## src/rtl/uart_pkg.sv

```systemverilog
// Shared UART definitions: transmitter state encoding and frame-length helper,
// kept here so the receiver can reuse them.
package uart_pkg;

  typedef enum logic [2:0] {
    ST_IDLE   = 3'd0,
    ST_REQ    = 3'd1,
    ST_LATCH  = 3'd2,
    ST_START  = 3'd3,
    ST_DATA   = 3'd4,
    ST_PARITY = 3'd5,
    ST_STOP   = 3'd6
  } uart_state_e;

  // Clock cycles from the first start-bit cycle through the last stop-bit cycle.
  function automatic int frame_len(input int dbits, input int clks_per_bit,
                                   input int parity_en, input int stop_bits);
    return clks_per_bit * (1 + dbits + parity_en + stop_bits);
  endfunction

endpackage

```

## src/rtl/uart_bit_timer.sv

```systemverilog
// Free-running bit-period counter: counts 0..CLKS_PER_BIT-1 and wraps,
// held at zero while clear is high. bit_tick marks the last cycle of a bit.
module uart_bit_timer #(
  parameter int CLKS_PER_BIT = 16
) (
  input  logic                            clk,
  input  logic                            areset,
  input  logic                            clear,
  output logic [$clog2(CLKS_PER_BIT)-1:0] count,
  output logic                            bit_tick
);

  localparam int CW = $clog2(CLKS_PER_BIT);
  localparam logic [CW-1:0] LAST = CW'(CLKS_PER_BIT - 1);

  logic [CW-1:0] count_q;
  logic [CW-1:0] count_d;

  assign bit_tick = (count_q == LAST);
  assign count    = count_q;

  always_comb begin
    count_d = count_q + 1'b1;
    if (clear || bit_tick) begin
      count_d = '0;
    end
  end

  always_ff @(posedge clk) begin
    if (areset) begin
      count_q <= '0;
    end else begin
      count_q <= count_d;
    end
  end

endmodule

```

## src/rtl/fifo_uart_tx.sv

```systemverilog
// FIFO-fed UART transmitter: pops one word per frame from the data FIFO and
// sends start, LSB-first data, optional parity and stop bits on tx.
module fifo_uart_tx
  import uart_pkg::*;
#(
  parameter int DBits        = 8,
  parameter int CLKS_PER_BIT = 16,
  parameter int PARITY_EN    = 0,
  parameter int PARITY_ODD   = 0,
  parameter int STOP_BITS    = 1
) (
  input  logic             clk,
  input  logic             areset,
  input  logic [DBits-1:0] fifo_data,
  input  logic             fifo_empty,
  output logic             fifo_rd_en,
  input  logic             tx_enable,
  output logic             tx,
  output logic             busy,
  output logic             frame_done
);

  localparam int CW = $clog2(CLKS_PER_BIT);
  localparam int IW = $clog2(DBits) + 1;
  localparam logic [CW-1:0] PRE_LAST  = CW'(CLKS_PER_BIT - 2);
  localparam logic [IW-1:0] LAST_DATA = IW'(DBits - 1);
  localparam logic [IW-1:0] LAST_STOP = IW'(STOP_BITS - 1);

  uart_state_e      state_q, state_d;
  logic [DBits-1:0] shift_q, shift_d;
  logic             parity_q, parity_d;
  logic [IW-1:0]    bit_idx_q, bit_idx_d;
  logic             tx_q, tx_d;
  logic             busy_q, busy_d;
  logic             done_q, done_d;

  logic [CW-1:0]    bit_count;
  logic             bit_tick;
  logic             timer_clear;

  // The timer only runs while a frame is on the line, so START begins at count 0.
  assign timer_clear = (state_q == ST_IDLE) || (state_q == ST_REQ) || (state_q == ST_LATCH);

  uart_bit_timer #(
    .CLKS_PER_BIT(CLKS_PER_BIT)
  ) u_bit_timer (
    .clk     (clk),
    .areset  (areset),
    .clear   (timer_clear),
    .count   (bit_count),
    .bit_tick(bit_tick)
  );

  always_comb begin
    state_d   = state_q;
    shift_d   = shift_q;
    parity_d  = parity_q;
    bit_idx_d = bit_idx_q;
    done_d    = 1'b0;

    case (state_q)
      ST_IDLE: begin
        if (tx_enable && !fifo_empty) state_d = ST_REQ;
      end
      ST_REQ: state_d = ST_LATCH;
      ST_LATCH: begin
        shift_d   = fifo_data;
        parity_d  = (PARITY_ODD != 0) ? ~^fifo_data : ^fifo_data;
        bit_idx_d = '0;
        state_d   = ST_START;
      end
      ST_START: begin
        if (bit_tick) begin
          bit_idx_d = '0;
          state_d   = ST_DATA;
        end
      end
      ST_DATA: begin
        if (bit_tick) begin
          shift_d = shift_q >> 1;
          if (bit_idx_q == LAST_DATA) begin
            bit_idx_d = '0;
            state_d   = (PARITY_EN != 0) ? ST_PARITY : ST_STOP;
          end else begin
            bit_idx_d = bit_idx_q + 1'b1;
          end
        end
      end
      ST_PARITY: begin
        if (bit_tick) begin
          bit_idx_d = '0;
          state_d   = ST_STOP;
        end
      end
      ST_STOP: begin
        // frame_done is registered, so raise it one cycle ahead of the final stop cycle.
        if ((bit_idx_q == LAST_STOP) && (bit_count == PRE_LAST)) done_d = 1'b1;
        if (bit_tick) begin
          if (bit_idx_q == LAST_STOP) begin
            bit_idx_d = '0;
            state_d   = ST_IDLE;
          end else begin
            bit_idx_d = bit_idx_q + 1'b1;
          end
        end
      end
      default: state_d = ST_IDLE;
    endcase

    // Line level follows the state being entered so tx changes on the bit boundary.
    case (state_d)
      ST_START:  tx_d = 1'b0;
      ST_DATA:   tx_d = shift_d[0];
      ST_PARITY: tx_d = parity_d;
      default:   tx_d = 1'b1;
    endcase

    busy_d = (state_d != ST_IDLE);
  end

  always_ff @(posedge clk) begin
    if (areset) begin
      state_q   <= ST_IDLE;
      shift_q   <= '0;
      parity_q  <= 1'b0;
      bit_idx_q <= '0;
      tx_q      <= 1'b1;
      busy_q    <= 1'b0;
      done_q    <= 1'b0;
    end else begin
      state_q   <= state_d;
      shift_q   <= shift_d;
      parity_q  <= parity_d;
      bit_idx_q <= bit_idx_d;
      tx_q      <= tx_d;
      busy_q    <= busy_d;
      done_q    <= done_d;
    end
  end

  assign fifo_rd_en = (state_q == ST_REQ);
  assign tx         = tx_q;
  assign busy       = busy_q;
  assign frame_done = done_q;

endmodule

```

## config.mk

```make
export PLATFORM = sky130hd
export DESIGN_NAME = fifo_uart_tx
export DESIGN_NICKNAME = d
export VERILOG_FILES = /design/src/rtl/uart_pkg.sv /design/src/rtl/uart_bit_timer.sv /design/src/rtl/fifo_uart_tx.sv
export SDC_FILE = /design/constraint.sdc
export NUM_CORES = 1
export LEC_CHECK = 0
export BUFFER_PORTS_ARGS = -buffer_cell sky130_fd_sc_hd__buf_2
export CELL_PAD_IN_SITES_DETAIL_PLACEMENT = 1
export CELL_PAD_IN_SITES_GLOBAL_PLACEMENT = 1
export CORE_ASPECT_RATIO = 1.25
export CORE_MARGIN = 3
export CORE_UTILIZATION = 42
export CTS_CLUSTER_SIZE = 28
export DETAILED_ROUTE_END_ITERATION = 12
export HOLD_SLACK_MARGIN = 0.15
export PLACE_DENSITY_LB_ADDON = 0.1
export SYNTH_ARGS = -nofsm -noshare
export SYNTH_HDL_FRONTEND = slang
export SYNTH_SLANG_ARGS = --single-unit
```

## constraint.sdc

```tcl
create_clock -name clk -period 2.2 [get_ports clk]
set_input_delay 0.33 -clock clk [delete_from_list [all_inputs] [get_ports clk]]
set_output_delay 0.33 -clock clk [all_outputs]
set_load 0.01 [all_outputs]
```

### Yosys cells after proc, flatten, opt, wreduce, memory -nomap -nowiden

Index checks and enable logic that the tools add are counted.

| word-level totals | value |
|---|---|
| register bits | 23 |
| bits of input ports | 12 |

| operators by class | value |
|---|---|
| add/subtract/negate cells | 2 |
| equal/unequal tests | 15 |
| multiplexer cells | 19 |
| bitwise operators | 1 |
| reductions and logical operators | 17 |

Operator list:

| cell | number |
|---|---|
| $mux 3 | 7 |
| $pmux 3 s7 | 1 |
| $mux 4 | 5 |
| $pmux 4 s4 | 1 |
| $pmux 8 s2 | 1 |
| $eq 3x3->1 const B | 5 |
| $eq 3x2->1 const B | 3 |
| $add 4x1->4 const B | 2 |
| $eq 4x4->1 const B | 2 |
| $mux 8 | 1 |
| $reduce_xor 8->1 | 1 |
| $ne 2x1->1 const B | 3 |
| $reduce_or 2->1 | 3 |
| $eq 4x3->1 const B | 1 |
| $logic_not 4->1 | 1 |
| $reduce_and 4->1 | 1 |
| $reduce_bool 4->1 | 1 |
| $eq 3x1->1 const B | 1 |
| $logic_not 3->1 | 1 |
| $logic_or 1x1->1 | 3 |
| $pmux 1 s3 | 1 |
| $reduce_bool 3->1 | 1 |
| $logic_and 1x1->1 | 2 |
| $mux 1 | 2 |
| 4 further kinds | 4 |

### Depth between registers and ports, before layout

| logic depth | value |
|---|---|
| word-level depth | 6 |
| gate-level depth with buffers | 6 |

### By module

A second synthesis with hierarchy kept.

| second synthesis, totals | value |
|---|---|
| cell total of the unflattened synthesis | 142 |
| area total of the unflattened synthesis | 1183.6 µm² |

By module, submodules not included:

| module | times used | cells each | area each (µm²) | sequential area each (µm²) |
|---|---|---|---|---|
| fifo_uart_tx | 1 | 126 | 1026.0 | 380.4 |
| uart_bit_timer | 1 | 16 | 157.7 | 80.1 |

### Least setup slack after synthesis

Ideal clock, no wire load.

| timing path | value |
|---|---|
| kind | register to register |
| from | reg u_bit_timer.count_q[0] (netlist: u_bit_timer.count[0]) |
| to | reg bit_idx_q[3] |
| setup time | 0.070 ns |
| data arrival time | 1.575 ns |
| required time | 2.130 ns |
| setup slack | 0.555 ns |
| stages on the path, launching flop included | 6 |
| buffers on the path | 0 |
| period minus slack after synthesis | 1.645 ns |
| cell sequence | dfxtp_1 -> ha_1 -> nand3_4 -> o21a_1 -> or4_1 -> a21oi_1 |

| between the ends | value |
|---|---|
| word-level cells in the longest chain between the ends | 3 |
| elaborated cells between the ends (all ways) | 5 |

Ends and longest elaborated chain:

| item | line | text |
|---|---|---|
| start, declared | uart_bit_timer.sv:16 | `logic [CW-1:0] count_q;` |
| start signal, assigned | uart_bit_timer.sv:33 | `count_q <= count_d;` |
| $eq 4x4->1 (*) | uart_bit_timer.sv:19 | `assign bit_tick = (count_q == LAST);` |
| $ne 2x1->1 (no line) | n/a |  |
| $reduce_and 4->1 (no line) (*) | n/a |  |
| end signal, assigned | fifo_uart_tx.sv:134 | `bit_idx_q <= bit_idx_d;` |
| end, declared | fifo_uart_tx.sv:32 | `logic [IW-1:0] bit_idx_q, bit_idx_d;` |

Every way passes the cells marked *; elsewhere a longest branch is shown, timed or not.
A chain may end at the register's enable or synchronous reset.

### Worst setup path after layout

Same ends and word-level chain as after synthesis.

==> results by group <==
Drt
  • DR iter-0 viols: 19
  • # DRC: 0
  • Via count: 1095
  • Antenna viol nets, final: 0
  • First-pass iteration count of the detailed router: 4
  • Final Routed Wirelength: 2900 um
  • Via/cell ratio: 5.76
  • Drt wl/cell: 15.3 um

Layout
  • Final nets: 173
  • Antenna Cells: 0
  • Area growth syn-to-layout: 9.86%
  • Final Instance Count excl. Fillers: 190
  • Layout cell share with drive strength beyond 1: 18.6%
  • Final Util: 49.5%

Power
  • Leakage: 0.000485 uW
  • Pwr/cell area: 695 nW/um^2
  • VDD IR-drop max: 0.000276 V
  • Total power: 939 uW

STA
  • Min Hold Slack: 0.282 ns
  • Final-report max-slew violation count: 0
  • Worst-Margin Slew: 0.450 ns
  • Final TNS setup: 0 ns
  • Post-layout min period: 1.83 ns
  • Clock Skew: 0.0107 ns
  • F_max: 545 MHz
  • Final Hold Vio Count: 0
  • Setup violations, final: 0
  • Slew HR: 70.0%
  • RSZ-0062 raised after global routing: no
  • Final period utilization: 83.4%

Logic synthesis
  • Ys async rst share: 0%
  • Yosys cell types: 42
  • Post-synth top area share: 37.4%
  • EDFF count, synth: 0
  • Top FF cell, synth: dfxtp_1
  • Post-synth top area cell: dfxtp_1
  • #FFs+latches synth: 23
  • Synth top area cells: dfxtp_1 (37%), xnor2_1 (5.7%), a21oi_1 (5.3%)
  • Mapped Area: 1230 um^2
  • Register area share after synthesis: 37.4%
  • Synth Area per Inst: 8.73 um^2
  • YS warnings: 0
  • Post-Syn Instances: 141
  • Syn_nets: 157

Clock network
  • TritonCTS clock tree: done
  • Hold_buf cts: 0
  • Clock buffer depth: 2
  • CTS sink cnt: 23
  • Reg clk slew, reported paths: 0.11 ns
  • TritonCTS buffer count: 3
  • H-tree depth: 1
  • CTS root buf: clkbuf_4
  • Post-cts sizing count: 0
  • Post-CTS setup buffer count: 0
  • Worst skew pair latency: 0.31 ns

Critical path
  • Crit-path max cell delay: 0.50 ns
  • Crit start category: flip-flop
  • Reg2reg start: u_bit_timer.count[0]$_SDFF_PP0_
  • Crit-path cells: ha_1, and3_2, o22ai_1, or4_1, a21oi_1
  • Reg2reg end: bit_idx_q[3]$_SDFFE_PP0P_
  • Reg-to-reg slack, setup: 0.37 ns
  • Crit Path Class: flip-flop to flip-flop
  • Worst Path Arrival: 2.07 ns
  • CP max FO: 6
  • FF-to-FF path depth: 5
  • Setup crit end kind: flip-flop
  • Required @ worst endpoint: 2.44 ns
  • Critical path buffers and inverters: 0
  • CP top delay family: simple AND/OR/NAND/NOR gates
  • CP max-delay cell: or4_1
  • Stages on the worst setup path: 5

GRT
  • GRT Util Overall: 18.8%
  • Vias in the first global route: 1139
  • Pin count of the biggest net entering global routing: 18
  • First-pass GRT wire length: 5000 um
  • Remaining global-route overflow: 0
  • Initial antenna violation count: 0

Run status
  • Status: complete, no violations

Die
  • Height of the die: 66.5 um
  • DIE AREA: 3620 um^2
  • I/O pins: 16
  • Core Area: 2730 um^2
  • Rows: 21
  • Die Wd: 54.4 um
  • Initial Utilization: 45.1%

Hold path
  • Worst hold start: fifo_data[7]
  • Worst Hold Endpoint: shift_q[7]$_SDFFE_PP0P_
  • WHS Path Cells: 3
  • Hold crit path type: primary input to flip-flop

Placed design
  • Final HPWL from detailed placement: 2290 um
  • Port Buffers: 15
  • Placed cells: 186
  • RePlAce Congestion: 0.772

Run
  • Number of max-cap violations: 0
synth_stat cells, types with 2 or more instances:
library cell / count
ha_1: 4
a21oi_1: 13
xnor2_1: 8
o21ai_0: 3
and3_2: 3
nor2_1: 11
a31oi_1: 3
nand4_1: 2
inv_1: 6
o21a_1: 2
or3_1: 2
nor3_1: 5
buf_6: 2
a211oi_1: 2
buf_2: 3
nand2_1: 10
nor2b_1: 2
o31ai_1: 2
dfxtp_1: 23
clkbuf_1: 2
a311oi_1: 2
a22oi_1: 6
nor4b_1: 2
nand3_1: 4
nor3b_1: 2
per-stage QoR:
step	area (um^2)	setup slack (ns)
2_1_floorplan	1230	0.555
3_3_place_gp	1330	0.448
3_5_place_dp	1330	0.402
4_1_cts	1350	0.356
5_1_grt	1350	0.193
6_report	1350	0.366
kinds of logic (layout without fill, tap and decap cells):
| kind of cell | Yosys count | count (layout) | synth area share, % |
|---|---|---|---|
| and+or+nand+nor | 53 | 53 | 25.4 |
| AOI/OAI and AO/OA | 39 | 39 | 21.2 |
| DFF | 23 | 23 | 37.4 |
| buffers and inverters | 13 | 28 | 5.49 |
| xor gates and xnor gates | 9 | 9 | 6.40 |
| adders and majority gates | 4 | 4 | 4.07 |
cell type report:
class	instances	area, um^2
Clock buffer	4	26.3
Fill cell	346	1380
Inverter	6	22.5
Multi-Input combinational cell	105	703
Sequential cell	23	460
Tap cell	34	42.5
Timing Repair Buffer	18	97.6
power breakdown:
| group | switching [uW] | internal (uW) |
|---|---|---|
| logic | 133 | 111 |
| registers | 44.6 | 459 |
| clock network | 121 | 70.6 |
| total | 299 | 641 |
registers in the layout (all words and copies together) (netlist names):
name and cells:
bit_idx_q 4, busy 1, frame_done 1, parity_q 1, shift_q 8, state_q 3, tx 1, u_bit_timer.count 4
layer usage:
layer | part of all wire (%) | global-route usage, %
met1 | 41 | 19.6
met2 | 56 | 35.8
met3 | 2.2 | 3.13
met4 | 1.0 | 6.23
met5 | 0 | 0
how the worst max path moves through the flow:
stage / slack (ns) / from / to
finish: 0.37 / u_bit_timer.count[0]$_SDFF_PP0_ / bit_idx_q[3]$_SDFFE_PP0P_
global route: 0.19 / u_bit_timer.count[0]$_SDFF_PP0_ / bit_idx_q[2]$_SDFFE_PP0P_
CTS: 0.36 / u_bit_timer.count[0]$_SDFF_PP0_ / bit_idx_q[3]$_SDFFE_PP0P_
detailed placement: 0.40 / u_bit_timer.count[0]$_SDFF_PP0_ / bit_idx_q[3]$_SDFFE_PP0P_
global placement: 0.45 / u_bit_timer.count[0]$_SDFF_PP0_ / bit_idx_q[2]$_SDFFE_PP0P_
floorplan: 0.55 / u_bit_timer.count[0]$_SDFF_PP0_ / bit_idx_q[3]$_SDFFE_PP0P_
worst reg2reg max path, stage by stage, from the launching register on:
cell and delay (ns):
dfxtp_1 0.40, ha_1 0.32, and3_2 0.27, o22ai_1 0.15, or4_1 0.50, a21oi_1 0.14
placed cells by master, fill, tap and decap left out, drive strengths merged, types with 2 or more instances in the layout:
master,n
clkbuf,4
nor2,11
o31ai,2
or3,2
a21oi,13
ha,4
a211oi,2
nand2,10
nor4b,2
nor2b,2
o21a,2
a22oi,6
o21ai,3
nor3b,2
dfxtp,23
buf,18
inv,6
xnor2,8
a311oi,2
and2,2
nand4,2
a31oi,3
nor3,5
a221oi,2
and3,3
nand3,5
Note: power is estimated with default switching activity, not from simulation.
